**config.mk**
```make
export PLATFORM = sky130hd
export DESIGN_NAME = haar_lift_forward
export DESIGN_NICKNAME = d
export VERILOG_FILES = /design/src/rtl/haar_lift_forward.sv
export SDC_FILE = /design/constraint.sdc
export NUM_CORES = 1
export LEC_CHECK = 0
export ABC_CLOCK_PERIOD_IN_PS = 2120
export BUFFER_PORTS_ARGS = -buffer_cell sky130_fd_sc_hd__buf_2
export CORE_MARGIN = 3
export CORE_UTILIZATION = 40
export CTS_CLUSTER_DIAMETER = 120
export CTS_CLUSTER_SIZE = 24
export DETAILED_ROUTE_END_ITERATION = 6
export PLACE_DENSITY = 0.61
export SYNTH_ARGS = -nofsm -noshare
export SYNTH_HDL_FRONTEND = slang
export SYNTH_SLANG_ARGS = --single-unit
export TNS_END_PERCENT = 30
```
**constraint.sdc**
```tcl
create_clock -name clk -period 2.12 [get_ports clk]
set_input_delay 0.106 -clock clk [delete_from_list [all_inputs] [get_ports clk]]
set_output_delay 0.106 -clock clk [all_outputs]
set_load 0.005 [all_outputs]
```
**src/rtl/haar_lift_forward.sv**
```systemverilog
// rtl/haar_lift_forward.sv - forward Haar lifting stage: pixel pairs to sum / sign-magnitude difference
//
// Pairs consecutive pixels of a raster line (a = even, b = odd) and emits
//   im11 = a + b                      (zero-extended to 16 bits)
//   im21 = {sign(a-b), |a-b|[14:0]}   (sign = 1 iff b > a)
// with a one-cycle start strobe, plus line/frame position flags.
//
// Ports:
//   clk        in   1      rising-edge clock
//   reset      in   1      asynchronous active-high reset
//   clear      in   1      synchronous flush: drops pending a, zeroes counters and outputs
//   pix_in     in   PIX_W  unsigned pixel sample
//   pix_valid  in   1      pix_in valid this cycle (always accepted)
//   im11       out  16     pair sum, 0 when start = 0
//   im21       out  16     sign-magnitude difference, 0 when start = 0
//   start      out  1      one-cycle strobe: im11/im21 carry a valid pair
//   line_end   out  1      with start: pair is the last of its line
//   frame_end  out  1      with start: pair is the last of the frame
//   pair_err   out  1      sticky pair/position misalignment flag
module haar_lift_forward #(
    parameter int PIX_W     = 8,
    parameter int LINE_LEN  = 64,
    parameter int NUM_LINES = 64
) (
    input  logic             clk,
    input  logic             reset,
    input  logic             clear,
    input  logic [PIX_W-1:0] pix_in,
    input  logic             pix_valid,
    output logic [15:0]      im11,
    output logic [15:0]      im21,
    output logic             start,
    output logic             line_end,
    output logic             frame_end,
    output logic             pair_err
);

    localparam int PC_W = $clog2(LINE_LEN);
    localparam int LC_W = (NUM_LINES > 1) ? $clog2(NUM_LINES) : 1;

    typedef enum logic {
        EVEN = 1'b0,
        ODD  = 1'b1
    } state_t;

    state_t            state_q;
    logic [PIX_W-1:0]  a_q;
    logic [PC_W-1:0]   pix_cnt_q;
    logic [LC_W-1:0]   line_cnt_q;

    logic [14:0]       a_ext;
    logic [14:0]       b_ext;
    logic [15:0]       sum_w;
    logic [15:0]       diff_w;
    logic              last_pix;
    logic              last_line;
    logic              misalign;

    always_comb begin
        a_ext = 15'(a_q);
        b_ext = 15'(pix_in);
        sum_w = {1'b0, a_ext} + {1'b0, b_ext};
        // Equal samples take the a >= b branch, so a zero difference is always positive.
        if (a_ext >= b_ext) begin
            diff_w = {1'b0, a_ext - b_ext};
        end else begin
            diff_w = {1'b1, b_ext - a_ext};
        end
        last_pix  = (pix_cnt_q == PC_W'(LINE_LEN - 1));
        last_line = (line_cnt_q == LC_W'(NUM_LINES - 1));
        // LINE_LEN is even, so the pixel counter parity must track the FSM state;
        // any difference means the pairing has slipped against the line position.
        misalign  = (pix_cnt_q[0] != (state_q == ODD));
    end

    always_ff @(posedge clk or posedge reset) begin
        if (reset) begin
            state_q    <= EVEN;
            a_q        <= '0;
            pix_cnt_q  <= '0;
            line_cnt_q <= '0;
            im11       <= '0;
            im21       <= '0;
            start      <= 1'b0;
            line_end   <= 1'b0;
            frame_end  <= 1'b0;
            pair_err   <= 1'b0;
        end else if (clear) begin
            state_q    <= EVEN;
            a_q        <= '0;
            pix_cnt_q  <= '0;
            line_cnt_q <= '0;
            im11       <= '0;
            im21       <= '0;
            start      <= 1'b0;
            line_end   <= 1'b0;
            frame_end  <= 1'b0;
            pair_err   <= 1'b0;
        end else begin
            // Outputs are strobes: they fall back to zero unless a pair completes now.
            im11      <= '0;
            im21      <= '0;
            start     <= 1'b0;
            line_end  <= 1'b0;
            frame_end <= 1'b0;

            if (pix_valid) begin
                if (misalign) begin
                    pair_err <= 1'b1;
                end

                if (last_pix) begin
                    pix_cnt_q  <= '0;
                    line_cnt_q <= last_line ? '0 : line_cnt_q + 1'b1;
                end else begin
                    pix_cnt_q  <= pix_cnt_q + 1'b1;
                end

                case (state_q)
                    EVEN: begin
                        a_q     <= pix_in;
                        state_q <= ODD;
                    end
                    ODD: begin
                        im11      <= sum_w;
                        im21      <= diff_w;
                        start     <= 1'b1;
                        line_end  <= last_pix;
                        frame_end <= last_pix & last_line;
                        state_q   <= EVEN;
                    end
                    default: state_q <= EVEN;
                endcase
            end
        end
    end

endmodule
```
; Word level (Yosys, flattened, before mapping)
; Index checks and enable logic that the tools add are counted.
; Widths: inputs -> output; s select.
[word_totals]
output_inout_bits = 36
inputBits = 12
elab_cells = 60
regBits = 57
[op_classes]
muxes = 32
n_reduce_logical = 6
order_cmp = 1
bitwise = 2
add_sub_neg = 5
n_eq_ne = 4
[ops]
columns = operator, count
row1 = $mux 16, 4
row2 = $mux 6, 7
row3 = $mux 9, 3
row4 = $mux 8, 3
row5 = $sub 8x8->9, 2
row6 = $mux 1, 14
row7 = $add 6x1->6 const B, 2
row8 = $eq 6x6->1 const B, 2
row9 = $add 8x8->9, 1
row10 = $ge 8x8->1, 1
row11 = $reduce_and 2->1, 3
row12 = $reduce_bool 2->1, 3
row13 = $ne 2x2->1 const B, 1
row14 = $pmux 1 s2, 1
row15 = $and 1x1->1, 1
row16 = $ne 1x1->1, 1
row17 = $not 1->1, 1

; Longest topological paths before layout
; Gate-level depths: netlist (run 1).
[logic_depth]
word_depth = 5
mapped_depth = 9
depth_no_buf = 9

; Least setup slack after synthesis (run 1)
; No wires, ideal clock.
[synth_path]
kind = register to register
from = reg a_q[5]
to = reg im21[5]
stages_incl_launch_ff = 8
path_slack_ps = 203
synth_period_minus_slack_ps = 1917
n_path_buf = 1
required_time_ps = 2055
arrival_ps = 1852
setup_time_ps = 65
path_cell_list = dfrtp_1 ha_1 a21o_1 a21o_1 a211o_1 buf_6 a211o_1 nand2_1
[synth_between]
elab_chain_cells = 5
word_cells_on_any_way = 7
cone_classes = add/sub: 2 / order compare: 1 / mux: 4
[synth_lines]
columns = item, line
row1 = start: declaration, 47  ; logic [PIX_W-1:0] a_q;
row2 = start signal: assignment, 121  ; a_q <= pix_in;
row3 = "$sub 8x8->9, or another cell as far along", 67  ; diff_w = {1'b1, b_ext - a_ext};
row4 = $mux 16 *, 64  ; if (a_ext >= b_ext) begin
row5 = $mux 16 *, 119  ; case (state_q)
row6 = $mux 16 *, 107  ; if (pix_valid) begin
row7 = $mux 16 *, 88  ; end else if (clear) begin
row8 = end signal: assignment, 126  ; im21 <= diff_w;
row9 = end: declaration, 31  ; output logic [15:0] im21,
; Mark *: on every way between the ends. The rest lies on a longest branch, timed or not.
; A chain may end at the register's enable or synchronous reset.

; Worst setup path after layout (run 1)
[layout_path]
from = reg a_q[0]
to = reg im21[6]
; Same word-level chain as after synthesis.

==> run metrics, run 1 <==
EDFF count, synth 0; Hold Slack between 50 and 60 ps; Worst-path clk slew ~90 ps; logic gate share of total power approximately a fifth; worst clock skew ~11 ps; register bit total from synthesis 44; leakage power between 0.0015 and 0.002 uW; Max Root-Sink Buffers 2; CP Capture Type register; antenna cell count 0; Layout Nets 428; die area approximately 0.0085 sq mm; initial antenna violation count 0; first-pass GRT wire length roughly 11000 um; sequential share of the synthesized area between 30% and 40%; Hold Crit Class in -> reg; Unique masters post-synth between 40 and 50; Peak Freq approximately 0.49 GHz; share of cells above drive strength 1 around a fifth; clk root buf clkbuf_8; area taken by multi-input logic gates around 0.0016 sq mm; endpoints failing hold 0; final setup vio count 0; ANT nets after route 0; Final Max Tran Viols 0; Clock Latency Late Sink roughly 300 ps; asr flop ratio synth between 90% and 100%; min cycle time layout 2040 ps; Internal Power approximately 1400 uW; fin worst setup slack 76.9 ps; Post-synth top cells dfrtp_1 (44), a21oi_1 (39), nand2_1 (34); gr usage total between 10% and 20%; crit share post-route between 90 and 100%; die width between 90 and 100 um; CTS tree built; PortBufs 40; post-synthesis cell count approximately 340; CP required around 2400 ps; drt via density slightly above 5; slowest stage delay, CP about 400 ps; synth warn 0; switching share of power between 20% and 30%; starting density of the core 42.5%; Clk network pwr share a little over a third; RSZ-0062 raised after global routing yes; DRT Pass-1 Iters 4; CP delay by family, top adder cells; largest net degree at the start of global routing 23; Area contributors post-synth dfrtp_1 (37%), ha_1 (11%), a21oi_1 (6.6%); peak supply drop approximately 270 uV; drt total wl between 6000 and 7000 um; CTS H-tree depth 2; GR Overflow Total 0; status completed; Site Rows 30; critical path's slowest cell dfrtp_1; fillers slightly above 700; most frequent cell after synthesis dfrtp_1; dpl ws a little under 20 ps; vias in the first global route between 2000 and 2500; First DRT Iteration DRCs 130; CP cell instances ha_1 -> inv_1 -> fa_1 -> nand3_1 -> a21oi_1 -> or4_1 -> a211o_1 -> nand2_1; Max-cap violations 0; area leader, netlist dfrtp_1; via count about 2500; ys flop type dfrtp_1; maximum fanout along the worst path 4; Num CTS Buffers 5; global placement routability congestion 0.844; post-synth top area share between 30% and 40%; Sink Count 44; Top Ports between 40 and 50; Critical Path Source Type register; post-DR wirelength/cell about 14 um; Mean Syn Cell Area 8.68 sq um; CP bufs+invs 1; P_sw roughly 570 uW; drt drc 0; Cell Pwr Density ~560 mW/mm^2; Worst Setup Path Type reg -> reg; sequential share of power between 40% and 50%; die height ~92 um; Cell Area, Synth ~0.0030 sq mm; Storage cell area approximately 0.0011 sq mm; core area ~0.0070 sq mm; Syn-to-layout area delta 16.2%; Critical Path AT around 2300 ps; HPWL after DPL roughly 5000 um
## registers in the layout, indices dropped and copies added (netlist names)
signal      flops
frame_end       1
state_q         1
im11            9
a_q             8
line_cnt_q      6
pix_cnt_q       6
line_end        1
pair_err        1
start           1
im21           10
## power by group through the flow
stage	registers, uW	clock network, uW	logic (uW)
5_1_grt	884	738	438
2_1_floorplan	897	0	262
3_3_place_gp	895	0	373
6_report	880	677	388
4_1_cts	880	693	380
3_5_place_dp	897	0	377
## layer usage
metal | global-route usage (%) | up-vias | share of wire [%] | routed length [um]
li1 | - | 1243 | - | -
met1 | 20.9 | 1151 | 46 | 3000
met2 | 26.7 | 48 | 50 | 3250
met3 | 2.71 | 10 | 3.3 | 219
met4 | 4.08 | 0 | 1.5 | 97
met5 | 0 | - | 0 | 0
## path summary, 6_finish.rpt
kind,cells after the start,slack (ps),to,from
hold reg to reg,2,500,pair_err,pair_err
setup reg to reg,8,80,im21[6],a_q[0]
setup / recovery,8,80,im21[6],a_q[0]
max in group asynchronous,4,1310,a_q[1],reset
min in group asynchronous,3,280,line_cnt_q[2],reset
hold / removal,3,60,a_q[5],pix_in[5]
## what timing repair did
item	CTS	global route
gates resized for setup	0	8
setup endpoints to repair	0	10
buffers inserted	0	0
hold buffers	1	0
endpoints found under the hold margin	13	0
## metrics by stage
step                TNS (ps)  cell area (sq um)  utilization, %  total power (uW)  instances
detailed placement         0               3290            47.2              1270        475
finish                     0               3450            49.4              1940        484
global placement           0               3290            47.2              1270        475
global route           -76.6               3450            49.4              2060        484
floorplan                  0               2990               -              1160        348
CTS                        0               3420            48.9              1950        484
## layout by cell type (no fill, tap or decap), types with 2 or more instances in the layout
| cell | synthesis | routed |
|---|---|---|
| mux2i_1 | 2 | 2 |
| nor3b_1 | 4 | 4 |
| a211oi_1 | 4 | 4 |
| and2_1 | 5 | 5 |
| o22ai_1 | 5 | 5 |
| a211o_1 | 4 | 3 |
| and3b_1 | 2 | 2 |
| ha_1 | 26 | 25 |
| nor3_1 | 4 | 4 |
| nand3b_1 | 6 | 6 |
| nor2_1 | 19 | 19 |
| nand2b_1 | 6 | 6 |
| nor2b_1 | 2 | 2 |
| a21o_1 | 6 | 6 |
| clkbuf_8 | 0 | 5 |
| o2bb2ai_1 | 2 | 2 |
| o221ai_1 | 2 | 2 |
| buf_4 | 13 | 21 |
| inv_1 | 28 | 27 |
| a21oi_1 | 39 | 38 |
| nand2_1 | 34 | 34 |
| and3_1 | 8 | 8 |
| fa_1 | 3 | 2 |
| xor2_1 | 5 | 5 |
| buf_2 | 6 | 40 |
| nand3_1 | 7 | 7 |
| or4_1 | 3 | 3 |
| or3_1 | 6 | 6 |
| dfrtp_1 | 44 | 43 |
| nand4_1 | 5 | 5 |
| o21ai_0 | 17 | 17 |
| conb_1 | 1 | 7 |
## cell families (layout without fill, tap and decap cells)
family,count (synthesis),count (layout),synth area share [%]
AO/OA/AOI/OAI,90,90,18.4
XOR/XNOR,5,5,1.48
adder cells (fa/ha/maj),29,29,13.0
buffers and inverters,58,98,9.49
flip-flops,44,44,37.1
multiplexers,3,3,1.05
other,1,7,0.126
AND/OR/NAND/NOR,112,112,19.4
## layout make-up
type | count | area share (%)
clock buffers | 5 | 1.99
clock inverters | 3 | 1.34
inverters | 28 | 3.05
multi-input cells | 246 | 47.5
flip-flops and latches | 44 | 32.0
well taps | 96 | 3.48
repair buffers | 62 | 10.7
## worst reg2reg max path, stage by stage, from the launching register on
cell     delay [ps]
dfrtp_1         400
ha_1            190
inv_1            50
fa_1            400
nand3_1         110
a21oi_1          90
or4_1           400
a211o_1         300
nand2_1          60
No activity file was read; power rests on OpenSTA's default activity.
==> run 2: changes to the inputs <==
- PLACE_DENSITY: 0.61 -> 0.68
- SKIP_CTS_REPAIR_TIMING: not set -> 1
==> run metrics, run 2 (synthesized netlist as in run 1, its figures left out) <==
status completed; CP bufs+invs 2; endpoints failing hold 0; final instance area around 0.0035 sq mm; most frequent cells in the layout dfrtp_1 (44), buf_2 (40), a21oi_1 (37); CTS tree built; drt total wl 6750 um; drt drc 0; initial antenna violation count 0; core area roughly 0.007 sq mm; global placement routability congestion 0.935; Num CTS Buffers 5; Critical Path Source Type register; first-pass GRT wire length 11300 um; Syn-to-layout area delta 17.7%; Slew HR 43.4%; vias in the first global route 2400; Worst-Margin Slew roughly 840 ps; crit share post-route about 96%; via count roughly 2500; max reg flops 10; Max-cap violations 0; Layout Nets ~430; Clock Latency Late Sink 300 ps; fillers about 700; DRT Pass-1 Iters 4; die width 92.1 um; ANT nets after route 0; Hold Crit Class in -> reg; gr usage total 16.3%; drt via density approximately 5.2; peak supply drop ~320 uV; Sink Count between 40 and 50; starting density of the core a little over two fifths; biggest regs im21 x10, im11 x9, a_q x8; leakage power between 0.0015 and 0.002 uW; First DRT Iteration DRCs around 150; final setup vio count 0; Peak Freq 0.492 GHz; largest net degree at the start of global routing 26; Reg with most FFs im21; die height between 90 and 100 um; Worst-path clk slew roughly 90 ps; RSZ-0062 raised after global routing yes; commonest non-fill, non-tap cell in the layout dfrtp_1; Top Ports 48; PortBufs 40; CP required approximately 2400 ps; min cycle time layout approximately 2000 ps; antenna cell count 0; clk root buf clkbuf_8; Worst Setup Path Type reg -> reg; HPWL after DPL 5080 um; CP Capture Type register; Site Rows 30; slowest stage delay, CP around 430 ps; setup TNS 0 ps; Final Total Pwr between 1500 and 2000 uW; Max Root-Sink Buffers 2; die area between 0.008 and 0.009 sq mm; share of cells above drive strength 1 between 20% and 30%; CTS H-tree depth 2; FF-to-FF path depth 9; Final Max Tran Viols 0; GR Overflow Total 0; CP cell instances inv_1 -> ha_1 -> inv_1 -> fa_1 -> nand3_2 -> a21oi_1 -> or4_1 -> o2bb2ai_1 -> nand2_1; critical path depth in cells 9; post-DR wirelength/cell roughly 14 um; CP delay by family, top simple AND/OR/NAND/NOR gates; Critical Path AT 2270 ps; CP dominant cell by count inv_1; cell area after placement 0.00329 sq mm; critical path's slowest cell dfrtp_1; worst clock skew roughly 7.5 ps; Cell Pwr Density around 560 mW/mm^2; maximum fanout along the worst path 4; WHS Path Cells 3
[run 2: layer usage]
layer	share of wire [%]	GRT usage, %	vias to the layer above
met2	49	27.7	64
li1	-	-	1248
met1	44	20.9	1180
met4	1.6	5.45	0
met3	4.6	2.95	10
met5	0	0	-
[run 2: metrics by stage]
| stage | utilization, % | setup slack (ps) | hold slack (ps) | cells |
|---|---|---|---|---|
| floorplan | - | 203 | 169 | 348 |
| global placement | 47.1 | -33.4 | 202 | 473 |
| CTS | 48.8 | -120 | -132 | 481 |
| global route | 50.0 | -1.76 | 59.2 | 484 |
| detailed placement | 47.1 | -110 | 200 | 473 |
| finish | 50.0 | 87.4 | 68.7 | 484 |
[run 2: area by class of cell]
class                   instances  area [sq um]  area share, %
flip-flops and latches         44          1100           31.5
clock inverters                 3          46.3           1.33
well taps                      96           120           3.44
clock buffers                   5          68.8           1.97
multi-input cells             246          1670           47.8
inverters                      28           105           3.01
repair buffers                 62           380           10.9
[run 2: path summary, 6_finish.rpt]
kind | start | to | slack, ps
min reg2reg | pair_err | pair_err | 510
min | pix_in[2] | a_q[2] | 70
max reg2reg | a_q[0] | im21[6] | 90
min in group asynchronous | reset | im21[0] | 410
max in group asynchronous | reset | a_q[5] | 1160
max | a_q[0] | im21[6] | 90
[run 2: power by group]
part | internal [uW] | switching [uW] | leakage, uW
combinational | 166 | 238 | 0.00112
clock | 355 | 320 | 0.0000548
sequential | 863 | 16.9 | 0.000605
[run 2: worst min-delay path: stages]
cell     delay [ps]
buf_2           120
nand2_1          60
a21oi_1          50
